## src/rtl/timing_control_pkg.sv

```systemverilog
// ---------------------------------------------------------------------------
// timing_control_pkg
// Shared constants for the basic-computer timing and control slice: data and
// counter widths, the opcode encoding held in IR[14:12], the timing step at
// which each instruction class finishes, and the IR bit that selects HLT.
// ---------------------------------------------------------------------------
package timing_control_pkg;

  localparam int DATA_W = 16;
  localparam int SC_W   = 4;
  localparam int OP_W   = 3;
  localparam int T_W    = 1 << SC_W;
  localparam int D_W    = 1 << OP_W;

  typedef enum logic [OP_W-1:0] {
    OP_AND   = 3'd0,
    OP_ADD   = 3'd1,
    OP_LDA   = 3'd2,
    OP_STA   = 3'd3,
    OP_BUN   = 3'd4,
    OP_BSA   = 3'd5,
    OP_ISZ   = 3'd6,
    OP_IOREG = 3'd7
  } opcode_t;

  // Last timing step of each instruction class; SC clears on the edge ending it.
  localparam logic [SC_W-1:0] T_END_AND_ADD_LDA = 4'd5;
  localparam logic [SC_W-1:0] T_END_STA_BUN     = 4'd4;
  localparam logic [SC_W-1:0] T_END_BSA         = 4'd5;
  localparam logic [SC_W-1:0] T_END_ISZ         = 4'd6;
  localparam logic [SC_W-1:0] T_END_IOREG       = 4'd3;

  // Step at which the instruction word is captured from memory.
  localparam logic [SC_W-1:0] T_FETCH = 4'd1;

  // B0 selects HLT among the register-reference instructions.
  localparam logic [3:0] HALT_BIT = 4'd0;

endpackage

```

## src/rtl/timing_control_if.sv

```systemverilog
// ---------------------------------------------------------------------------
// timing_control_if
// Bundles the control-unit signals.
//   START, MEM_DATA            : driven by the master (sequencer / memory side)
//   T, D, I, r, p, B, RUN      : driven by the slave (timing_control)
// ---------------------------------------------------------------------------
interface timing_control_if;
  import timing_control_pkg::*;

  logic              START;
  logic [DATA_W-1:0] MEM_DATA;
  logic [T_W-1:0]    T;
  logic [D_W-1:0]    D;
  logic              I;
  logic              r;
  logic              p;
  logic [11:0]       B;
  logic              RUN;

  modport master (
    output START, MEM_DATA,
    input  T, D, I, r, p, B, RUN
  );

  modport slave (
    input  START, MEM_DATA,
    output T, D, I, r, p, B, RUN
  );

endinterface

```

## src/rtl/timing_control_decoder_n.sv

```systemverilog
// ---------------------------------------------------------------------------
// decoder_n
// Parameterised binary-to-one-hot decoder.
//   sel    : N-bit binary index
//   en     : when low the output is all zeros
//   onehot : 2**N-bit one-hot result
// ---------------------------------------------------------------------------
module decoder_n #(
  parameter int N = 2
) (
  input  logic [N-1:0]        sel,
  input  logic                en,
  output logic [(1<<N)-1:0]   onehot
);

  always_comb begin
    onehot = '0;
    if (en) onehot[sel] = 1'b1;
  end

endmodule

```

## src/rtl/timing_control.sv

```systemverilog
// ---------------------------------------------------------------------------
// timing_control
// Sequence counter, instruction register and run flag of the basic computer.
// Produces one-hot timing T0..T15, opcode decode D0..D7 and the register /
// I/O strobes used by the datapath control gates.
//   CLK    : rising-edge clock
//   RST_N  : asynchronous active-low reset
//   bus    : slave side of timing_control_if (START, MEM_DATA in;
//            T, D, I, r, p, B, RUN out)
// ---------------------------------------------------------------------------
module timing_control
  import timing_control_pkg::*;
(
  input  logic              CLK,
  input  logic              RST_N,
  timing_control_if.slave   bus
);

  logic [SC_W-1:0]   sc;
  logic [DATA_W-1:0] ir;
  logic              s;
  logic [T_W-1:0]    t_vec;
  logic [D_W-1:0]    d_vec;
  opcode_t           op;
  logic              r_strobe;
  logic              p_strobe;
  logic              halt;
  logic              clr;

  assign op = opcode_t'(ir[14:12]);

  // Timing is gated by the run flag so T is all-zero while halted.
  decoder_n #(.N(SC_W)) t_decoder (
    .sel    (sc),
    .en     (s),
    .onehot (t_vec)
  );

  decoder_n #(.N(OP_W)) d_decoder (
    .sel    (op),
    .en     (1'b1),
    .onehot (d_vec)
  );

  assign r_strobe = d_vec[OP_IOREG] & ~ir[15] & t_vec[T_END_IOREG];
  assign p_strobe = d_vec[OP_IOREG] &  ir[15] & t_vec[T_END_IOREG];
  assign halt     = r_strobe & ir[HALT_BIT];

  // End-of-instruction detect; all end steps are past T2, so D is valid here.
  assign clr = ((d_vec[OP_AND] | d_vec[OP_ADD] | d_vec[OP_LDA]) & t_vec[T_END_AND_ADD_LDA])
             | ((d_vec[OP_STA] | d_vec[OP_BUN])                 & t_vec[T_END_STA_BUN])
             | (d_vec[OP_BSA]                                   & t_vec[T_END_BSA])
             | (d_vec[OP_ISZ]                                   & t_vec[T_END_ISZ])
             | (d_vec[OP_IOREG]                                 & t_vec[T_END_IOREG]);

  // Halt has priority over START; SC only advances while running and wraps mod 16.
  always_ff @(posedge CLK or negedge RST_N) begin
    if (!RST_N) begin
      sc <= '0;
      ir <= '0;
      s  <= 1'b0;
    end else if (halt) begin
      sc <= '0;
      s  <= 1'b0;
    end else if (!s) begin
      s <= bus.START;
    end else begin
      if (t_vec[T_FETCH]) ir <= bus.MEM_DATA;
      sc <= clr ? '0 : sc + SC_W'(1);
    end
  end

  assign bus.T   = t_vec;
  assign bus.D   = d_vec;
  assign bus.I   = ir[15];
  assign bus.r   = r_strobe;
  assign bus.p   = p_strobe;
  assign bus.B   = ir[11:0];
  assign bus.RUN = s;

endmodule
```

## src/flat_wrapper.sv

```systemverilog
// flat-port wrapper written by rule: the top's interface ports become plain ports
module timing_control_flat import timing_control_pkg::*;
  (CLK, RST_N, bus_START, bus_MEM_DATA, bus_T, bus_D, bus_I, bus_r, bus_p, bus_B, bus_RUN);
  timing_control_if bus_i ();
  input  logic CLK;
  input  logic RST_N;
  input wire logic [$bits(bus_i.START)-1:0] bus_START;
  input wire logic [$bits(bus_i.MEM_DATA)-1:0] bus_MEM_DATA;
  output wire logic [$bits(bus_i.T)-1:0] bus_T;
  output wire logic [$bits(bus_i.D)-1:0] bus_D;
  output wire logic [$bits(bus_i.I)-1:0] bus_I;
  output wire logic [$bits(bus_i.r)-1:0] bus_r;
  output wire logic [$bits(bus_i.p)-1:0] bus_p;
  output wire logic [$bits(bus_i.B)-1:0] bus_B;
  output wire logic [$bits(bus_i.RUN)-1:0] bus_RUN;
  assign bus_i.START = bus_START;
  assign bus_i.MEM_DATA = bus_MEM_DATA;
  assign bus_T = bus_i.T;
  assign bus_D = bus_i.D;
  assign bus_I = bus_i.I;
  assign bus_r = bus_i.r;
  assign bus_p = bus_i.p;
  assign bus_B = bus_i.B;
  assign bus_RUN = bus_i.RUN;
  timing_control u_core (.CLK(CLK), .RST_N(RST_N), .bus(bus_i));
endmodule
```

## config.mk

```make
export PLATFORM = sky130hd
export DESIGN_NAME = timing_control_flat
export DESIGN_NICKNAME = d
export VERILOG_FILES = /design/src/rtl/timing_control_pkg.sv /design/src/rtl/timing_control_if.sv /design/src/rtl/timing_control_decoder_n.sv /design/src/rtl/timing_control.sv /design/src/flat_wrapper.sv
export SDC_FILE = /design/constraint.sdc
export NUM_CORES = 1
export LEC_CHECK = 0
export ABC_AREA = 1
export CELL_PAD_IN_SITES_DETAIL_PLACEMENT = 2
export CELL_PAD_IN_SITES_GLOBAL_PLACEMENT = 2
export CORE_ASPECT_RATIO = 0.9
export CORE_UTILIZATION = 32
export DETAILED_ROUTE_END_ITERATION = 8
export DONT_BUFFER_PORTS = 1
export PLACE_DENSITY = 0.76
export SLEW_MARGIN = 20
export SYNTH_ARGS = -nofsm -noshare
export SYNTH_HDL_FRONTEND = slang
export SYNTH_SLANG_ARGS = --single-unit
export TNS_END_PERCENT = 5
```

## constraint.sdc

```tcl
create_clock -name CLK -period 1.89 [get_ports CLK]
set_clock_uncertainty 0.15 [all_clocks]
set_input_delay 0.2835 -clock CLK [delete_from_list [all_inputs] [get_ports CLK]]
set_output_delay 0.2835 -clock CLK [all_outputs]
set_load 0.02 [all_outputs]
```

==> impl_table.tex, run 1 <==
\begin{tabular}{lr}
\hline
Metric & Value \\
\hline
\multicolumn{2}{l}{\textbf{Layout}} \\
\quad Utilization of the core after routing & 46.6\% \\
\quad Antenna cells & 0 \\
\quad Fraction of final layout cells with drive strength greater than 1 & 40.6\% \\
\quad Multi-input gate area in the final layout & 718 um2 \\
\quad Sequential cell area & 532 um2 \\
\quad Syn-to-layout area delta & 34.6\% \\
\quad Non-filler cells in the finished layout & 219 \\
\quad Fill cell count & 390 \\
\quad Nets@finish & 199 \\
\multicolumn{2}{l}{\textbf{Logic synthesis}} \\
\quad Register area share after synthesis & 43.3\% \\
\quad Post-synthesis register bit count & 21 \\
\quad Number of warnings printed during yosys synthesis & 0 \\
\quad Net count after synthesis & 176 \\
\quad Number of standard cells after synthesis & 153 \\
\quad Synthesized area per cell & 7.93 um2 \\
\quad Summed instance area of the synthesized netlist & 1210 um2 \\
\quad Count of different cell masters after synthesis & 23 \\
\multicolumn{2}{l}{\textbf{Pwr}} \\
\quad Fraction of power consumed by the clock network & 9.0\% \\
\quad P\_int & 1520 uW \\
\quad Switching component of the power & 1740 uW \\
\quad P per Cell Area & 1990 nW/um2 \\
\quad Fraction of power consumed by combinational cells & 57.3\% \\
\quad Switching fraction of total power & 53.4\% \\
\quad Maximum VDD drop & 0.687 mV \\
\quad Static power due to leakage & 0.000788 uW \\
\quad Reg power frac & 33.7\% \\
\multicolumn{2}{l}{\textbf{Timing}} \\
\quad Share of the clock period used by the worst path & 101\% \\
\quad Unrepaired setup endpoints after global routing & yes \\
\quad Number of pins with negative max-slew slack in the final report & 0 \\
\quad Final setup TNS & -0.0105 ns \\
\quad Max Clk Rate & 0.526 GHz \\
\quad Slew at the pin with the worst max-slew slack & 0.965 ns \\
\quad Number of failing setup endpoints in the final timing report & 1 \\
\quad Max\_slew headroom & 35.5\% \\
\quad Minimum period implied by the final worst setup slack & 1.90 ns \\
\quad Final number of hold-violating endpoints & 0 \\
\quad Post-route worst setup slack & -0.0105 ns \\
\multicolumn{2}{l}{\textbf{Routing}} \\
\quad Detailed-route via count & 1134 \\
\quad Total Wirelength & 4330 um \\
\quad Number of iterations in the first detailed-routing pass & 4 \\
\quad Via count normalized by instance count & 5.18 \\
\quad Post-route DRC & 0 \\
\quad Remaining antenna violation count & 0 \\
\quad Wire per inst & 19.8 um \\
\quad Detailed Route Iter0 Violations & 36 \\
\multicolumn{2}{l}{\textbf{Clocking}} \\
\quad Clock latency reported for the late side of the worst-skew pair & 0.26 ns \\
\quad Cts bufs inserted & 3 \\
\quad Clk pin slew, worst setup/hold paths & 0.08 ns \\
\quad Maximum count of clock buffers along a single path & 2 \\
\quad H-Tree Level Count & 1 \\
\quad Count of clock tree sinks & 21 \\
\quad Clock tree root buffer cell & sky130\_fd\_sc\_hd\_\_clkbuf\_8 \\
\quad TritonCTS clock tree & done \\
\multicolumn{2}{l}{\textbf{Run}} \\
\quad Count of max-cap constraint violations & 0 \\
\multicolumn{2}{l}{\textbf{Die}} \\
\quad Cell row count & 20 \\
\quad Core area & 3500 um2 \\
\quad Die boundary width & 66.9 um \\
\quad Die Footprint & 4040 um2 \\
\quad Initial Util & 34.6\% \\
\quad Ports placed on the boundary & 59 \\
\quad Chip Height & 60.4 um \\
\multicolumn{2}{l}{\textbf{GRT}} \\
\quad Global-route wire length before repair & 5980 um \\
\quad Largest net degree at the start of global routing & 22 \\
\quad Antenna violations before repair & 0 \\
\quad Via count of the first global-routing pass & 1176 \\
\quad Global-route usage over all layers & 20.4\% \\
\quad Global route overflow & 0 \\
\multicolumn{2}{l}{\textbf{Status}} \\
\quad Violated checks & setup timing \\
\quad Outcome & complete, but fails checks \\
\multicolumn{2}{l}{\textbf{Setup path}} \\
\quad Launch point of the worst path & u\_core.sc[3]\$\_DFFE\_PN0P\_ \\
\quad Type of the worst setup path & reg2out \\
\quad Sort of element at the end of the critical path & output port \\
\quad Largest fanout on the critical path & 6 \\
\quad Worst flop-to-flop path startpoint & u\_core.sc[1]\$\_DFFE\_PN0P\_ \\
\quad Startpoint Class & register \\
\quad R2r worst-path depth & 10 \\
\quad Worst endpoint required time & 1.46 ns \\
\quad Endpoint of the worst register-to-register path & u\_core.sc[0]\$\_DFFE\_PN0P\_ \\
\quad Slack of the worst reg-to-reg path & 0.07 ns \\
\quad Crit path DAT & 1.47 ns \\
\quad Critical Path Sink & bus\_r \\
\multicolumn{2}{l}{\textbf{Placed design}} \\
\quad Final Wtd Congestion & 0.717 \\
\quad Worst Setup Slack post-DPL & 0.104 ns \\
\quad Instance count after placement with tap cells included & 203 \\
\quad Detailed Place HPWL & 2870 um \\
\quad Number of port buffers & 0 \\
\multicolumn{2}{l}{\textbf{Hold path}} \\
\quad Startpoint of the lowest-slack hold path & bus\_MEM\_DATA[10] \\
\quad Type of the most critical hold path & in2reg \\
\hline
\end{tabular}
## stage by stage
stage                     area [um2]  hold WS, ns  power [uW]
after floorplan                 1210       -0.162        2070
after global placement          1300       -0.162        2310
after detailed placement        1300       -0.162        2400
after CTS                       1450       0.0108        2900
after global routing            1630       0.0172        3490
final                           1630       0.0113        3260
## logic make-up after synthesis
logic type / synth area share, %
and+or+nand+nor: 36.5
DFF: 43.3
buffers and inverters: 8.86
AOI/OAI and AO/OA: 5.77
adders and majority gates: 4.12
xor gates and xnor gates: 1.44
## registers in the layout, indices dropped and copies added, names as in the netlist
signal          flops
u_core.sc           4
u_core.bus.RUN      1
u_core.ir          16
## critical path, stage by stage, from the launching register on
cell                      delay, ns
sky130_fd_sc_hd__dfrtp_1       0.49
sky130_fd_sc_hd__inv_2         0.13
sky130_fd_sc_hd__nand2_4       0.09
sky130_fd_sc_hd__nor2_4        0.15
sky130_fd_sc_hd__nand2_4       0.10
sky130_fd_sc_hd__nor2_4        0.11
sky130_fd_sc_hd__buf_6         0.13
## metal layers
metal  part of all wire [%]  vias up  GRT usage (%)
met1                     38      555           22.9
met4                    1.6        0           5.47
li1                       -      523              -
met5                      0        -              0
met3                    5.8       10           3.95
met2                     55       46           39.5
## cell type report
cell class                      instances  area share, %
Clock buffer                            3           2.53
Inverter                               15           3.60
Multi-Input combinational cell        112           44.0
Clock inverter                          1          0.306
Timing Repair Buffer                   23           13.7
Sequential cell                        21           32.5
Tap cell                               44           3.37
## cell usage after synthesis
library cell | instances | area (um2)
sky130_fd_sc_hd__buf_12 | 1 | 20.0
sky130_fd_sc_hd__nor2_1 | 24 | 90.1
sky130_fd_sc_hd__a21oi_1 | 2 | 10.0
sky130_fd_sc_hd__nand2_2 | 1 | 6.26
sky130_fd_sc_hd__ha_1 | 4 | 50.1
sky130_fd_sc_hd__a21oi_2 | 4 | 35.0
sky130_fd_sc_hd__inv_2 | 3 | 11.3
sky130_fd_sc_hd__o21ai_0 | 4 | 20.0
sky130_fd_sc_hd__nor3_1 | 1 | 5.00
sky130_fd_sc_hd__nand2_4 | 2 | 22.5
sky130_fd_sc_hd__nand4_4 | 1 | 21.3
sky130_fd_sc_hd__buf_6 | 1 | 11.3
sky130_fd_sc_hd__o21ai_1 | 1 | 5.00
sky130_fd_sc_hd__buf_4 | 2 | 15.0
sky130_fd_sc_hd__buf_2 | 1 | 5.00
sky130_fd_sc_hd__nand3_1 | 16 | 80.1
sky130_fd_sc_hd__inv_1 | 12 | 45.0
sky130_fd_sc_hd__xor2_1 | 2 | 17.5
sky130_fd_sc_hd__dfrtp_1 | 21 | 526
sky130_fd_sc_hd__nand4_1 | 1 | 6.26
sky130_fd_sc_hd__nor2_4 | 2 | 22.5
sky130_fd_sc_hd__nor2_2 | 5 | 31.3
sky130_fd_sc_hd__nand2_1 | 42 | 158
## cell usage in the layout, fill, tap and decap left out
master,count
sky130_fd_sc_hd__buf_4,15
sky130_fd_sc_hd__inv_4,1
sky130_fd_sc_hd__nand3_1,16
sky130_fd_sc_hd__clkbuf_16,1
sky130_fd_sc_hd__nand2_1,37
sky130_fd_sc_hd__dfrtp_2,5
sky130_fd_sc_hd__o21ai_0,3
sky130_fd_sc_hd__clkbuf_8,3
sky130_fd_sc_hd__o21ai_1,2
sky130_fd_sc_hd__a21oi_1,2
sky130_fd_sc_hd__nand4_1,1
sky130_fd_sc_hd__nor3_1,1
sky130_fd_sc_hd__buf_6,5
sky130_fd_sc_hd__nand2_4,7
sky130_fd_sc_hd__buf_12,1
sky130_fd_sc_hd__nand4_4,1
sky130_fd_sc_hd__dfrtp_1,16
sky130_fd_sc_hd__nor2_4,7
sky130_fd_sc_hd__nand2_2,1
sky130_fd_sc_hd__nor2_1,14
sky130_fd_sc_hd__inv_1,9
sky130_fd_sc_hd__xor2_1,2
sky130_fd_sc_hd__dlygate4sd3_1,1
sky130_fd_sc_hd__a21oi_2,4
sky130_fd_sc_hd__clkinv_2,1
sky130_fd_sc_hd__ha_4,4
sky130_fd_sc_hd__nor2_2,10
sky130_fd_sc_hd__inv_2,5
## how the worst min path moves through the flow
stage               depth (start not counted)                        end
floorplan                                   0   u_core.bus.RUN$_DFF_PN0_
global placement                            0   u_core.ir[1]$_DFFE_PN0P_
detailed placement                          0   u_core.ir[1]$_DFFE_PN0P_
CTS                                         2  u_core.ir[14]$_DFFE_PN0P_
global route                                2  u_core.ir[10]$_DFFE_PN0P_
finish                                      2  u_core.ir[10]$_DFFE_PN0P_
## power groups by stage
stage / Sequential, uW / Combinational, uW / Clock, uW
5_1_grt: 1130 / 2040 / 316
2_1_floorplan: 1010 / 1060 / 0
4_1_cts: 1060 / 1540 / 303
3_3_place_gp: 1070 / 1240 / 0
3_5_place_dp: 1090 / 1320 / 0
6_report: 1100 / 1870 / 293
## timing repair
item	CTS	global route
setup endpoints to repair	8	32
setup buffers	7	3
gates resized for setup	16	35
endpoints found under the hold margin	21	0
cloned	0	1
pin swaps	4	7
hold buffers	1	0
Note: power is estimated with default switching activity, not from simulation.
==> run 2: changes to the inputs <==
Settings changed: CORE_UTILIZATION 32 to 31, SKIP_LAST_GASP from default to 1, SYNTH_HIERARCHICAL from default to 1.
==> run 2 against run 1 <==
  * The flow finishes with violations (hold timing)
  * Sequential power decreased by 8%
  * Largest cell class unchanged
  * Maximum frequency increased by 0.78%
  * Clock-buffer cell count increased by 1
  * Core utilization decreased by 4.5 points
  * Synthesized cell count increased by 15%
  * Routed wire length decreased by 9.6%
  * Critical endpoint is now bus_p
  * Combinational power decreased by 35%
  * Flip-flop and latch count unchanged
==> impl_table.tex, run 2 <==
\begin{tabular}{lr}
\hline
Metric & Value \\
\hline
\multicolumn{2}{l}{\textbf{Status}} \\
\quad Outcome & complete, but fails checks \\
\quad Violated checks & hold timing \\
\multicolumn{2}{l}{\textbf{Logic synthesis}} \\
\quad Summed instance area of the synthesized netlist & 1230 um2 \\
\quad Leading register cell type out of synthesis & sky130\_fd\_sc\_hd\_\_dfrtp\_1 \\
\quad Top-area cell type share of the netlist area & 42.7\% \\
\quad Biggest area contributors in the synthesized netlist & sky130\_fd\_sc\_hd\_\_dfrtp\_1 43\%, sky130\_fd\_sc\_hd\_\_nand2\_1 23\%, sky130\_fd\_sc\_hd\_\_nor2\_1 8.5\% \\
\quad Most frequent cell after synthesis & sky130\_fd\_sc\_hd\_\_nand2\_1 \\
\quad Number of standard cells after synthesis & 176 \\
\quad Async SR Flop Fraction & 100\% \\
\quad EDFF count, synth & 0 \\
\quad Biggest area consumer among synthesized cells & sky130\_fd\_sc\_hd\_\_dfrtp\_1 \\
\quad Most numerous cell types in the synthesized netlist & 75 x sky130\_fd\_sc\_hd\_\_nand2\_1, 28 x sky130\_fd\_sc\_hd\_\_nor2\_1, 21 x sky130\_fd\_sc\_hd\_\_dfrtp\_1 \\
\quad Synthesized area per cell & 6.99 um2 \\
\quad Post-synthesis register bit count & 21 \\
\quad Number of warnings printed during yosys synthesis & 6 \\
\quad Count of different cell masters after synthesis & 18 \\
\quad Register area share after synthesis & 42.7\% \\
\multicolumn{2}{l}{\textbf{Pwr}} \\
\quad P per Cell Area & 1600 nW/um2 \\
\quad Switching component of the power & 1300 uW \\
\quad Switching fraction of total power & 51.4\% \\
\quad Maximum VDD drop & 0.641 mV \\
\quad P\_int & 1230 uW \\
\quad Reg power frac & 40.0\% \\
\quad Fraction of power consumed by the clock network & 11.6\% \\
\quad Static power due to leakage & 0.000858 uW \\
\quad Fraction of power consumed by combinational cells & 48.4\% \\
\multicolumn{2}{l}{\textbf{Clocking}} \\
\quad TritonCTS clock tree & done \\
\quad Maximum count of clock buffers along a single path & 2 \\
\quad Clock tree root buffer cell & sky130\_fd\_sc\_hd\_\_clkbuf\_8 \\
\quad Clock latency reported for the late side of the worst-skew pair & 0.26 ns \\
\quad H-Tree Level Count & 1 \\
\quad Cts bufs inserted & 3 \\
\quad Count of clock tree sinks & 21 \\
\quad Clk pin slew, worst setup/hold paths & 0.08 ns \\
\multicolumn{2}{l}{\textbf{Layout}} \\
\quad Syn-to-layout area delta & 28.7\% \\
\quad Largest register FFs & 16 \\
\quad Leading cell type in the layout, fill and taps excluded & sky130\_fd\_sc\_hd\_\_nand2\_1 \\
\quad Fraction of final layout cells with drive strength greater than 1 & 19.3\% \\
\quad Antenna cells & 0 \\
\quad Most frequent cells in the layout & 75 x sky130\_fd\_sc\_hd\_\_nand2\_1, 26 x sky130\_fd\_sc\_hd\_\_buf\_4, 25 x sky130\_fd\_sc\_hd\_\_nor2\_1, 19 x sky130\_fd\_sc\_hd\_\_dfrtp\_1, 16 x sky130\_fd\_sc\_hd\_\_inv\_1 \\
\quad Register containing the most flip-flops in the final layout & u\_core/ir \\
\quad Cell area after layout & 1580 um2 \\
\quad Nets@finish & 228 \\
\multicolumn{2}{l}{\textbf{Timing}} \\
\quad Minimum period implied by the final worst setup slack & 1.89 ns \\
\quad Final setup TNS & 0 ns \\
\quad Unrepaired setup endpoints after global routing & yes \\
\quad Share of the clock period used by the worst path & 99.8\% \\
\quad Max Clk Rate & 0.530 GHz \\
\quad Worst Hold Margin & -0.0101 ns \\
\quad Max\_slew headroom & 34.5\% \\
\quad Number of failing setup endpoints in the final timing report & 0 \\
\quad Final number of hold-violating endpoints & 2 \\
\quad Number of pins with negative max-slew slack in the final report & 0 \\
\quad Slew at the pin with the worst max-slew slack & 0.980 ns \\
\multicolumn{2}{l}{\textbf{Die}} \\
\quad Ports placed on the boundary & 59 \\
\quad Initial Util & 32.7\% \\
\quad Core area & 3760 um2 \\
\quad Die Footprint & 4220 um2 \\
\quad Chip Height & 61.8 um \\
\quad Cell row count & 21 \\
\quad Die boundary width & 68.4 um \\
\multicolumn{2}{l}{\textbf{Routing}} \\
\quad Wire per inst & 15.5 um \\
\quad Total Wirelength & 3920 um \\
\quad Via count normalized by instance count & 4.74 \\
\quad Number of iterations in the first detailed-routing pass & 4 \\
\quad Remaining antenna violation count & 0 \\
\quad Detailed-route via count & 1198 \\
\quad Post-route DRC & 0 \\
\quad Detailed Route Iter0 Violations & 57 \\
\multicolumn{2}{l}{\textbf{Setup path}} \\
\quad Max stage delay cell, worst path & sky130\_fd\_sc\_hd\_\_dfrtp\_1 \\
\quad Largest fanout on the critical path & 4 \\
\quad Sort of element at the end of the critical path & output port \\
\quad Delay of the slowest cell on the worst path & 0.38 ns \\
\quad Cells along the critical path & inv\_1 -> nand3\_2 -> nor2\_4 -> nand2\_2 -> nor2\_1 -> buf\_4 \\
\quad Crit path DAT & 1.45 ns \\
\quad Startpoint Class & register \\
\quad Worst endpoint required time & 1.46 ns \\
\quad Type of the worst setup path & reg2out \\
\multicolumn{2}{l}{\textbf{Hold path}} \\
\quad Type of the most critical hold path & in2reg \\
\multicolumn{2}{l}{\textbf{Placed design}} \\
\quad Final Wtd Congestion & 0.763 \\
\quad Number of port buffers & 0 \\
\quad Detailed Place HPWL & 2850 um \\
\quad Cell area reported after detailed placement & 1340 um2 \\
\multicolumn{2}{l}{\textbf{GRT}} \\
\quad Antenna violations before repair & 0 \\
\quad Global-route usage over all layers & 19.5\% \\
\quad Largest net degree at the start of global routing & 22 \\
\quad Global route overflow & 0 \\
\quad Global-route wire length before repair & 5910 um \\
\quad Via count of the first global-routing pass & 1233 \\
\multicolumn{2}{l}{\textbf{Run}} \\
\quad Count of max-cap constraint violations & 0 \\
\hline
\end{tabular}
run 2: final cells by class:
cell class	instances	area, um2
Fill cell	468	2170
Multi-Input combinational cell	125	551
Sequential cell	21	528
Timing Repair Buffer	40	335
Inverter	17	66.3
Tap cell	46	57.6
Clock buffer	4	45.0
run 2: cells by family (layout without fill, tap and decap cells):
logic type	count (synthesis)	count (layout)	synth area share, %
AO/OA/AOI/OAI	3	3	1.22
other	1	2	0.305
adder cells (fa/ha/maj)	1	1	1.02
AND/OR/NAND/NOR	118	118	39.8
XOR/XNOR	1	1	0.712
flip-flops	21	21	42.7
buffers and inverters	31	61	14.2
run 2: final timing paths:
path                                            from                   endpoint  slack (ns)  depth (start not counted)
max in group asynchronous                      RST_N   u_core/sc[0]$_DFFE_PN0P_        0.45                          1
setup reg to reg            u_core/sc[2]$_DFFE_PN0P_   u_core/sc[2]$_DFFE_PN0P_        0.08                         10
hold / removal                      bus_MEM_DATA[15]  u_core/ir[15]$_DFFE_PN0P_       -0.01                          2
hold reg to reg            u_core/ir[12]$_DFFE_PN0P_  u_core/ir[12]$_DFFE_PN0P_        0.39                          2
min in group asynchronous                      RST_N  u_core/ir[11]$_DFFE_PN0P_        0.48                          1
setup / recovery            u_core/sc[2]$_DFFE_PN0P_                      bus_p       0.004                          6
run 2: stage by stage:
stage	util [%]	worst slack [ns]	total power (uW)	hold slack, ns	std cells
after detailed placement	35.6	0.0291	2160	-0.162	228
after floorplan	-	0.00940	1950	-0.162	177
after CTS	40.6	0.0222	2490	0.00166	246
after global placement	35.6	0.151	2070	-0.162	228
after global routing	42.1	-0.0737	2770	-0.00609	253
final	42.1	0.00419	2530	-0.0101	253
run 2: power by group through the flow:
stage                     logic [uW]  clock network (uW)  registers [uW]
after floorplan                 1110                   0             831
after global placement          1060                   0            1010
after detailed placement        1140                   0            1020
after CTS                       1170                 303            1020
after global routing            1390                 327            1050
final                           1220                 294            1010
run 2: worst max-delay path, delay by kind of cell, from the launching register on:
family / cells / cell delay, ns
AND/OR/NAND/NOR: 4 / 0.54
buffers and inverters: 2 / 0.27
flip-flops: 1 / 0.38
run 2: repair_timing:
action / in CTS / in global routing
hold buffers: 14 / 0
setup buffers: 0 / 7
endpoints found under the hold margin: 34 / 0
resized for setup: 1 / 2
endpoints found under the setup margin: 3 / 24
pin swaps: 0 / 1
run 2: per-layer routing:
metal	vias up	share of wire, %	wire length [um]	global-route usage (%)
li1	581	-	-	-
met1	569	41	1600	22.3
met2	44	52	2050	36.0
met3	4	6.0	234	4.38
met4	0	0.79	31	6.25
met5	-	0	0	0
